File: config.mk
export PLATFORM = sky130hd
export DESIGN_NAME = hart_sched_flat
export DESIGN_NICKNAME = d
export VERILOG_FILES = /design/src/rtl/hart_sched_if.sv /design/src/rtl/hart_sched.sv /design/src/flat_wrapper.sv
export SDC_FILE = /design/constraint.sdc
export NUM_CORES = 1
export LEC_CHECK = 0
export CORE_MARGIN = 3
export CORE_UTILIZATION = 45
export DETAILED_ROUTE_END_ITERATION = 6
export GPL_ROUTABILITY_DRIVEN = 0
export GPL_TIMING_DRIVEN = 0
export PLACE_DENSITY = 0.68
export RECOVER_POWER = 50
export SLEW_MARGIN = 15
export SYNTH_ARGS = -nofsm -noshare
export SYNTH_HDL_FRONTEND = slang
export SYNTH_SLANG_ARGS = --single-unit
File: constraint.sdc
create_clock -name clk -period 6.35 [get_ports clk]
set_input_delay 1.27 -clock clk [delete_from_list [all_inputs] [get_ports clk]]
set_output_delay 1.27 -clock clk [all_outputs]
set_load 0.02 [all_outputs]
File: src/rtl/hart_sched_if.sv
`default_nettype none
// ============================================================================
//  Module   : hart_sched_if
//  Purpose  : Issue-slot handshake toward fetch plus retire feedback from regwr.
//  Revision : 1.0
// ============================================================================
interface hart_sched_if #(
    parameter int NUM_HART = 4
);
    localparam int HART_IDX_W = $clog2(NUM_HART);

    logic                  issue_valid;
    logic                  issue_ready;
    logic [NUM_HART-1:0]   issue_hart_sel;
    logic [HART_IDX_W-1:0] issue_hart_idx;
    logic                  retire_valid;
    logic [NUM_HART-1:0]   retire_hart_sel;

    modport master (
        output issue_valid,
        output issue_hart_sel,
        output issue_hart_idx,
        input  issue_ready,
        input  retire_valid,
        input  retire_hart_sel
    );

    modport slave (
        input  issue_valid,
        input  issue_hart_sel,
        input  issue_hart_idx,
        output issue_ready,
        output retire_valid,
        output retire_hart_sel
    );
endinterface
`default_nettype wire

File: src/rtl/hart_sched.sv
`default_nettype none
// ============================================================================
//  Module   : hart_sched
//  Purpose  : Barrel-hart issue scheduler with per-hart enable, in-flight
//             tracking, re-issue cooldown and strict/skip arbitration.
//  Revision : 1.0
// ============================================================================
module hart_sched #(
    parameter int NUM_HART   = 4,
    parameter int PIPE_DEPTH = 5,
    parameter int SKIP_MODE  = 1
) (
    input  logic                clk,
    input  logic                rst,
    input  logic [NUM_HART-1:0] hart_en,
    hart_sched_if.master        bus,
    output logic [NUM_HART-1:0] hart_quiesced,
    output logic                idle
);

    localparam int HART_IDX_W = $clog2(NUM_HART);
    localparam int COOL_W     = (PIPE_DEPTH > 1) ? $clog2(PIPE_DEPTH) : 1;

    localparam logic [COOL_W-1:0]     c_cool_load = COOL_W'((PIPE_DEPTH > 1) ? PIPE_DEPTH - 1 : 0);
    localparam logic [COOL_W-1:0]     c_cool_one  = COOL_W'(1);
    localparam logic [HART_IDX_W-1:0] c_last_hart = HART_IDX_W'(NUM_HART - 1);

    logic                  r_valid;
    logic [NUM_HART-1:0]   r_sel;
    logic [HART_IDX_W-1:0] r_idx;
    logic [HART_IDX_W-1:0] r_ptr;
    logic [NUM_HART-1:0]   r_inflight;
    logic [COOL_W-1:0]     r_cool [NUM_HART];

    logic                  w_accept;
    logic                  w_hold;
    logic [NUM_HART-1:0]   w_accept_mask;
    logic [NUM_HART-1:0]   w_retire_mask;
    logic [NUM_HART-1:0]   w_cool_done;
    logic [NUM_HART-1:0]   w_slot_busy;
    logic [NUM_HART-1:0]   w_elig;
    logic                  w_next_valid;
    logic [HART_IDX_W-1:0] w_next_idx;
    logic [HART_IDX_W-1:0] w_next_ptr;
    logic [NUM_HART-1:0]   w_next_sel;

    function automatic logic [HART_IDX_W-1:0] f_next_ptr(input logic [HART_IDX_W-1:0] p);
        f_next_ptr = (p == c_last_hart) ? '0 : p + 1'b1;
    endfunction

    assign w_accept      = r_valid & bus.issue_ready;
    assign w_hold        = r_valid & ~bus.issue_ready;
    assign w_accept_mask = w_accept ? r_sel : '0;
    assign w_retire_mask = bus.retire_valid ? bus.retire_hart_sel : '0;

    // A count of 1 is already expired: the slot chosen at this edge is only
    // accepted one edge later, which lands exactly PIPE_DEPTH after the last accept.
    genvar gi;
    generate
        for (gi = 0; gi < NUM_HART; gi++) begin : g_hart
            assign w_cool_done[gi]   = (r_cool[gi] <= c_cool_one);
            assign w_slot_busy[gi]   = r_valid & r_sel[gi];
            assign w_elig[gi]        = hart_en[gi] & ~r_inflight[gi] & w_cool_done[gi] & ~w_slot_busy[gi];
            assign hart_quiesced[gi] = ~r_inflight[gi] & w_cool_done[gi] & ~w_slot_busy[gi];
        end
    endgenerate

    generate
        if (SKIP_MODE != 0) begin : g_skip
            logic                  w_found;
            logic [HART_IDX_W-1:0] w_cand;
            logic [HART_IDX_W-1:0] w_win;

            always_comb begin
                w_found = 1'b0;
                w_cand  = r_ptr;
                w_win   = '0;
                for (int k = 0; k < NUM_HART; k++) begin
                    if (!w_found && w_elig[w_cand]) begin
                        w_found = 1'b1;
                        w_win   = w_cand;
                    end
                    w_cand = f_next_ptr(w_cand);
                end
            end

            assign w_next_valid = w_found;
            assign w_next_idx   = w_found ? w_win : '0;
            assign w_next_ptr   = w_found ? f_next_ptr(w_win) : r_ptr;
        end else begin : g_strict
            // Fixed rotation: an ineligible owner of the slot leaves a bubble.
            assign w_next_valid = w_elig[r_ptr];
            assign w_next_idx   = w_elig[r_ptr] ? r_ptr : '0;
            assign w_next_ptr   = f_next_ptr(r_ptr);
        end
    endgenerate

    always_comb begin
        w_next_sel = '0;
        if (w_next_valid) begin
            w_next_sel[w_next_idx] = 1'b1;
        end
    end

    always_ff @(posedge clk or negedge rst) begin
        if (!rst) begin
            r_valid <= 1'b0;
            r_sel   <= '0;
            r_idx   <= '0;
            r_ptr   <= '0;
        end else if (!w_hold) begin
            r_valid <= w_next_valid;
            r_sel   <= w_next_sel;
            r_idx   <= w_next_idx;
            r_ptr   <= w_next_ptr;
        end
    end

    always_ff @(posedge clk or negedge rst) begin
        if (!rst) begin
            r_inflight <= '0;
        end else begin
            r_inflight <= (r_inflight & ~w_retire_mask) | w_accept_mask;
        end
    end

    always_ff @(posedge clk or negedge rst) begin
        if (!rst) begin
            for (int i = 0; i < NUM_HART; i++) begin
                r_cool[i] <= '0;
            end
        end else begin
            for (int i = 0; i < NUM_HART; i++) begin
                if (w_accept_mask[i]) begin
                    r_cool[i] <= c_cool_load;
                end else if (r_cool[i] != '0) begin
                    r_cool[i] <= r_cool[i] - 1'b1;
                end
            end
        end
    end

    assign bus.issue_valid    = r_valid;
    assign bus.issue_hart_sel = r_sel;
    assign bus.issue_hart_idx = r_idx;
    assign idle               = ~r_valid & ~|r_inflight & ~|hart_en;

endmodule
`default_nettype wire

File: src/flat_wrapper.sv
// flat-port wrapper written by rule: the top's interface ports become plain ports
module hart_sched_flat 
#(
    parameter int NUM_HART   = 4,
    parameter int PIPE_DEPTH = 5,
    parameter int SKIP_MODE  = 1
)
  (clk, rst, hart_en, hart_quiesced, idle, bus_issue_valid, bus_issue_hart_sel, bus_issue_hart_idx, bus_issue_ready, bus_retire_valid, bus_retire_hart_sel);
  hart_sched_if #(.NUM_HART(NUM_HART)) bus_i ();
  input  logic clk;
  input  logic rst;
  input  logic [NUM_HART-1:0] hart_en;
  output logic [NUM_HART-1:0] hart_quiesced;
  output logic idle;
  output wire logic [$bits(bus_i.issue_valid)-1:0] bus_issue_valid;
  output wire logic [$bits(bus_i.issue_hart_sel)-1:0] bus_issue_hart_sel;
  output wire logic [$bits(bus_i.issue_hart_idx)-1:0] bus_issue_hart_idx;
  input wire logic [$bits(bus_i.issue_ready)-1:0] bus_issue_ready;
  input wire logic [$bits(bus_i.retire_valid)-1:0] bus_retire_valid;
  input wire logic [$bits(bus_i.retire_hart_sel)-1:0] bus_retire_hart_sel;
  assign bus_issue_valid = bus_i.issue_valid;
  assign bus_issue_hart_sel = bus_i.issue_hart_sel;
  assign bus_issue_hart_idx = bus_i.issue_hart_idx;
  assign bus_i.issue_ready = bus_issue_ready;
  assign bus_i.retire_valid = bus_retire_valid;
  assign bus_i.retire_hart_sel = bus_retire_hart_sel;
  hart_sched #(.NUM_HART(NUM_HART), .PIPE_DEPTH(PIPE_DEPTH), .SKIP_MODE(SKIP_MODE)) u_core (.clk(clk), .rst(rst), .hart_en(hart_en), .bus(bus_i), .hart_quiesced(hart_quiesced), .idle(idle));
endmodule
== Word-level counts from Yosys, hierarchy flattened ==
Index checks and enable logic that the tools add are counted.

* Register bits: 25
* Latch bits: 0
* RAM bits: 0
* ROM bits: 0
* Input port bits: 12
* Output and inout port bits: 12
* Logic and storage cells: 127
* Memories kept: 0

* Add/sub/neg operators: 8
* $mul: 0
* Div/mod/pow operators: 0
* Order comparisons: 10
* Equal/unequal tests: 4
* Shift-type cells: 0
* Muxes and demuxes: 34
* Bitwise operators: 42
* Reductions and logical operators: 20

{| class="wikitable"
|+ Operators with widths
! cell !! number
|-
| 1-bit AND || 28
|-
| 3-bit 2-to-1 mux || 8
|-
| 2-bit 2-to-1 mux || 9
|-
| 2-bit by 3-bit less-than comparator with 1-bit output (second input constant) || 5
|-
| 3-bit by 1-bit <= comparator with 1-bit output (second input constant) || 4
|-
| 4-bit 2-to-1 mux || 3
|-
| 3-bit nonzero test || 4
|-
| 3-bit by 1-bit subtractor with 3-bit output (second input constant) || 4
|-
| 1-bit NOT || 11
|-
| 1-bit 2-to-1 mux || 9
|-
| 2-bit by 1-bit adder with 2-bit output (second input constant) || 4
|-
| 1-bit binary-select mux with 2-bit select || 4
|-
| 2-bit == test (second input constant) || 4
|-
| 2-bit nonzero test || 4
|-
| 4-bit OR reduction || 2
|-
| 1-bit logical NOT || 5
|-
| 4-bit AND || 1
|-
| 1-bit logical AND || 4
|-
| 4-bit NOT || 1
|-
| 4-bit OR || 1
|-
| 1-bit demux with 2-bit select || 1
|-
| 2-bit by 1-bit greater-or-equal comparator with 1-bit output (second input constant) || 1
|-
| 2-bit AND reduction || 1
|}

== Longest topological paths before layout ==
* Depth after elaboration: 22
* Gate-level depth with buffers: 9
* Depth with buffers taken out: 9

== Least setup slack after synthesis ==
Ideal clock, no wire load.

* Kind: input to output
* Start: input port hart_en[3]
* End: output port idle
* Arrival: 2219 ps
* Required time: 5080 ps
* Slack: 2861 ps
* Stages: 3
* Path buffers: 0
* Cell sequence: nor4_1 -> nand2_1 -> nor4_1

* Word-level cells in the longest chain between the ends: 3

{| class="wikitable"
|+ Ends and longest elaborated chain
! item !! line !! source
|-
| start, declared || flat_wrapper.sv:12 || <nowiki>input logic [NUM_HART-1:0] hart_en;</nowiki>
|-
| 4-bit OR reduction || hart_sched.sv:146 || <nowiki>assign idle = ~r_valid & ~|r_inflight & ~|hart_en;</nowiki>
|-
| 1-bit logical NOT || hart_sched.sv:146 ||
|-
| 1-bit AND || hart_sched.sv:146 ||
|-
| end, declared || flat_wrapper.sv:14 || <nowiki>output logic idle;</nowiki>
|}

No other way between the ends.

== Worst setup path in the final report ==
Ends and elaborated chain as after synthesis.

==> reports/metrics.yaml <==
cts_buffer_depth: 2
rrSetupSlack_ns: 3.86
synthToLayoutAreaGrowth_pct: 19.2
synthArstFlopShare_pct: 100
drt-initial-drc-count: 48
worstSetupPathType: "primary input to output port"
power_density_nw_per_um2: 563
grt_pass1_vias: 1274
p_leak_uw: 0.000882
hold_buffers: 0
die_area_um2: 4360
port_buffers: 23
fp-row-count: 21
cp-end-kind: "output port"
layout_commonest_cell: "nand2_1"
crit_family: "buffers and inverters"
yosys.area_share.simple_pct: 20.0
vias_per_cell: 5.29
cts_max_level: 1
grt_remaining_overflow: 0
cts_tree: "built"
slew_headroom_pct: 12.8
wl_per_cell_um: 14.1
synth_top_flop_cell: "dfrtp_1"
ir_drop_v: 0.000270
syn_avg_cell_area_um2: 10.1
start_util_pct: 47.5
ctsResizeCount: 0
crit_path_max_fanout: 3
postRouteAntennaNets: 0
routed_wl_um: 3300
n_fill_cell: 317
tightest_slew_ns: 1.31
cp-start-kind: "primary input"
vias: 1238
stdcell_area_um2: 1930
dieWidth_um: 66.0
hold_viol_final: 0
cap_violations: 0
grt_pass1_wl_um: 5810
synth_xor_area_share_pct: 2.70
status: "finished clean"
cts.clk_slew.worst_paths_ns: 0.15
dr.pass1.iters: 4
crit_buf_inv: 2
ys_types: 40
ys_warn_count: 0
cp.arrival_ns: 3.00
worst_hold_path.endpoint: "u_core.bus.issue_hart_idx[0]"
core_area_um2: 3420
antennaDiodeCount: 0
rsz0062_at_grt: "false"
synth_top_family_by_area: "compound AO/OA/AOI/OAI gates"
post-route-period-util_pct: 67.2
boundaryPins: 24
reg2regPathDepth: 7
syn-num-nets: 185
reg2reg_from: "u_core.bus.issue_valid"
clock-root-buffer: "clkbuf_4"
hold_start: "u_core.bus.issue_hart_idx[0]"
dp_hpwl_um: 2680
utilization_pct: 56.6
netlist_area_um2: 1620
clk_latency_ns: 0.33
grtUsageTotal_pct: 17.5
period_minus_slack_ns: 4.27
synth_edf_count: 0
path_cells: "clkdlybuf4s50_1, nor4_1, nand2_1, nor4_1, clkdlybuf4s50_1"
critPathMaxStageDelay_ns: 0.66
skew_ns: 0.0150
cts_sinks: 25
synth_seq_area_share_pct: 38.6
synth-compound-area-share_pct: 21.1
power.total_uw: 1090
synth-seq-cells: 25
finalSetupViolCount: 0
r2r_end: "u_core.r_ptr[1]"
holdWs_ns: 0.517
postCtsSetupRepairBufs: 0
layout_common_cells: "26 x nand2_1, 25 x dfrtp_1, 21 x clkdlybuf4s50_1, 12 x ha_1, 11 x inv_1"
syn-instance-count: 161
antenna_found_initial: 0
muxShareOfSynthArea_pct: 4.86
crit_required_ns: 5.08
drcViolationCount: 0
tns_ns: 0
synth_fa_ha_area_share_pct: 9.26
hp-class: "flop to flop"
final-max-slew-violation-count: 0
die_h_um: 66.0
drive_gt1_share_pct: 11.7
placed_area_um2: 1910
min_path_cells: 1
cts_buffers: 3
fmax_mhz: 234
grt_max_degree: 26
nets: 213
crit_slowest_cell: "clkdlybuf4s50_1"
-- registers in the layout (all words and copies together) (netlist names) --
register                   cells
u_core.r_ptr                   2
u_core.bus.issue_valid         1
u_core.r_cool                 12
u_core.bus.issue_hart_idx      2
u_core.bus.issue_hart_sel      4
u_core.r_inflight              4
-- per-layer routing --
layer | wire length, um | global-route usage [%] | vias up
met5 | 0 | 0 | -
met2 | 1630 | 29.0 | 24
li1 | - | - | 618
met3 | 110 | 3.06 | 7
met1 | 1480 | 22.3 | 589
met4 | 79 | 7.87 | 0
-- worst reg2reg max path: stages, from the launching register on --
cell      delay (ns)
dfrtp_1         0.46
buf_6           0.17
a211oi_2        0.20
nand3_1         0.26
mux4_2          0.59
o21a_2          0.17
a31oi_4         0.22
mux2_4          0.32
-- cell type report --
class                   instances  area (um^2)  area share, %
multi-input cells             123          940           48.6
flip-flops and latches         25          626           32.4
repair buffers                 23          224           11.6
well taps                      46         57.6           2.98
inverters                      11         41.3           2.14
clock buffers                   3         22.5           1.17
plain buffers                   2         15.0          0.777
clock inverters                 1         7.51          0.388
-- where the power goes --
part           internal, uW  switching, uW
clock                  24.1           49.3
combinational           346            352
sequential              236           80.0
-- cell families after synthesis --
family                     Yosys count
adders and majority gates           12
buffers and inverters               13
and+or+nand+nor                     66
muxes                                6
xor gates and xnor gates             5
AOI/OAI and AO/OA                   34
DFF                                 25
-- cells in the mapped netlist, types with 2 or more instances --
cell type / n / area share [%]
ha_1: 12 / 9.3
nor2b_1: 2 / 0.77
nand2b_1: 4 / 1.5
dfrtp_1: 25 / 39
nand3_1: 8 / 2.5
xnor2_1: 5 / 2.7
o21ai_0: 5 / 1.5
nand2_1: 26 / 6.0
o21a_1: 2 / 0.93
o211a_1: 4 / 2.5
and2_1: 6 / 2.3
mux2i_1: 3 / 1.9
a21oi_1: 6 / 1.9
a22o_1: 4 / 2.2
o211ai_2: 2 / 1.5
nor2_1: 10 / 2.3
a211oi_2: 3 / 2.3
nor4_1: 2 / 0.77
inv_1: 11 / 2.5
-- worst max path at each step --
stage	depth (start not counted)	slack, ns	endpoint	from
global route	5	1.94	idle	hart_en[3]
CTS	5	2.07	idle	hart_en[3]
finish	5	2.08	idle	hart_en[3]
detailed placement	5	2.08	idle	hart_en[3]
floorplan	3	2.86	idle	hart_en[3]
global placement	5	2.10	idle	hart_en[3]
-- metrics by stage --
step	instances	setup WS [ns]
finish	234	2.08
global route	234	1.94
CTS	234	2.07
detailed placement	230	2.08
global placement	230	2.10
floorplan	161	2.86
Note: power is estimated with default switching activity, not from simulation.
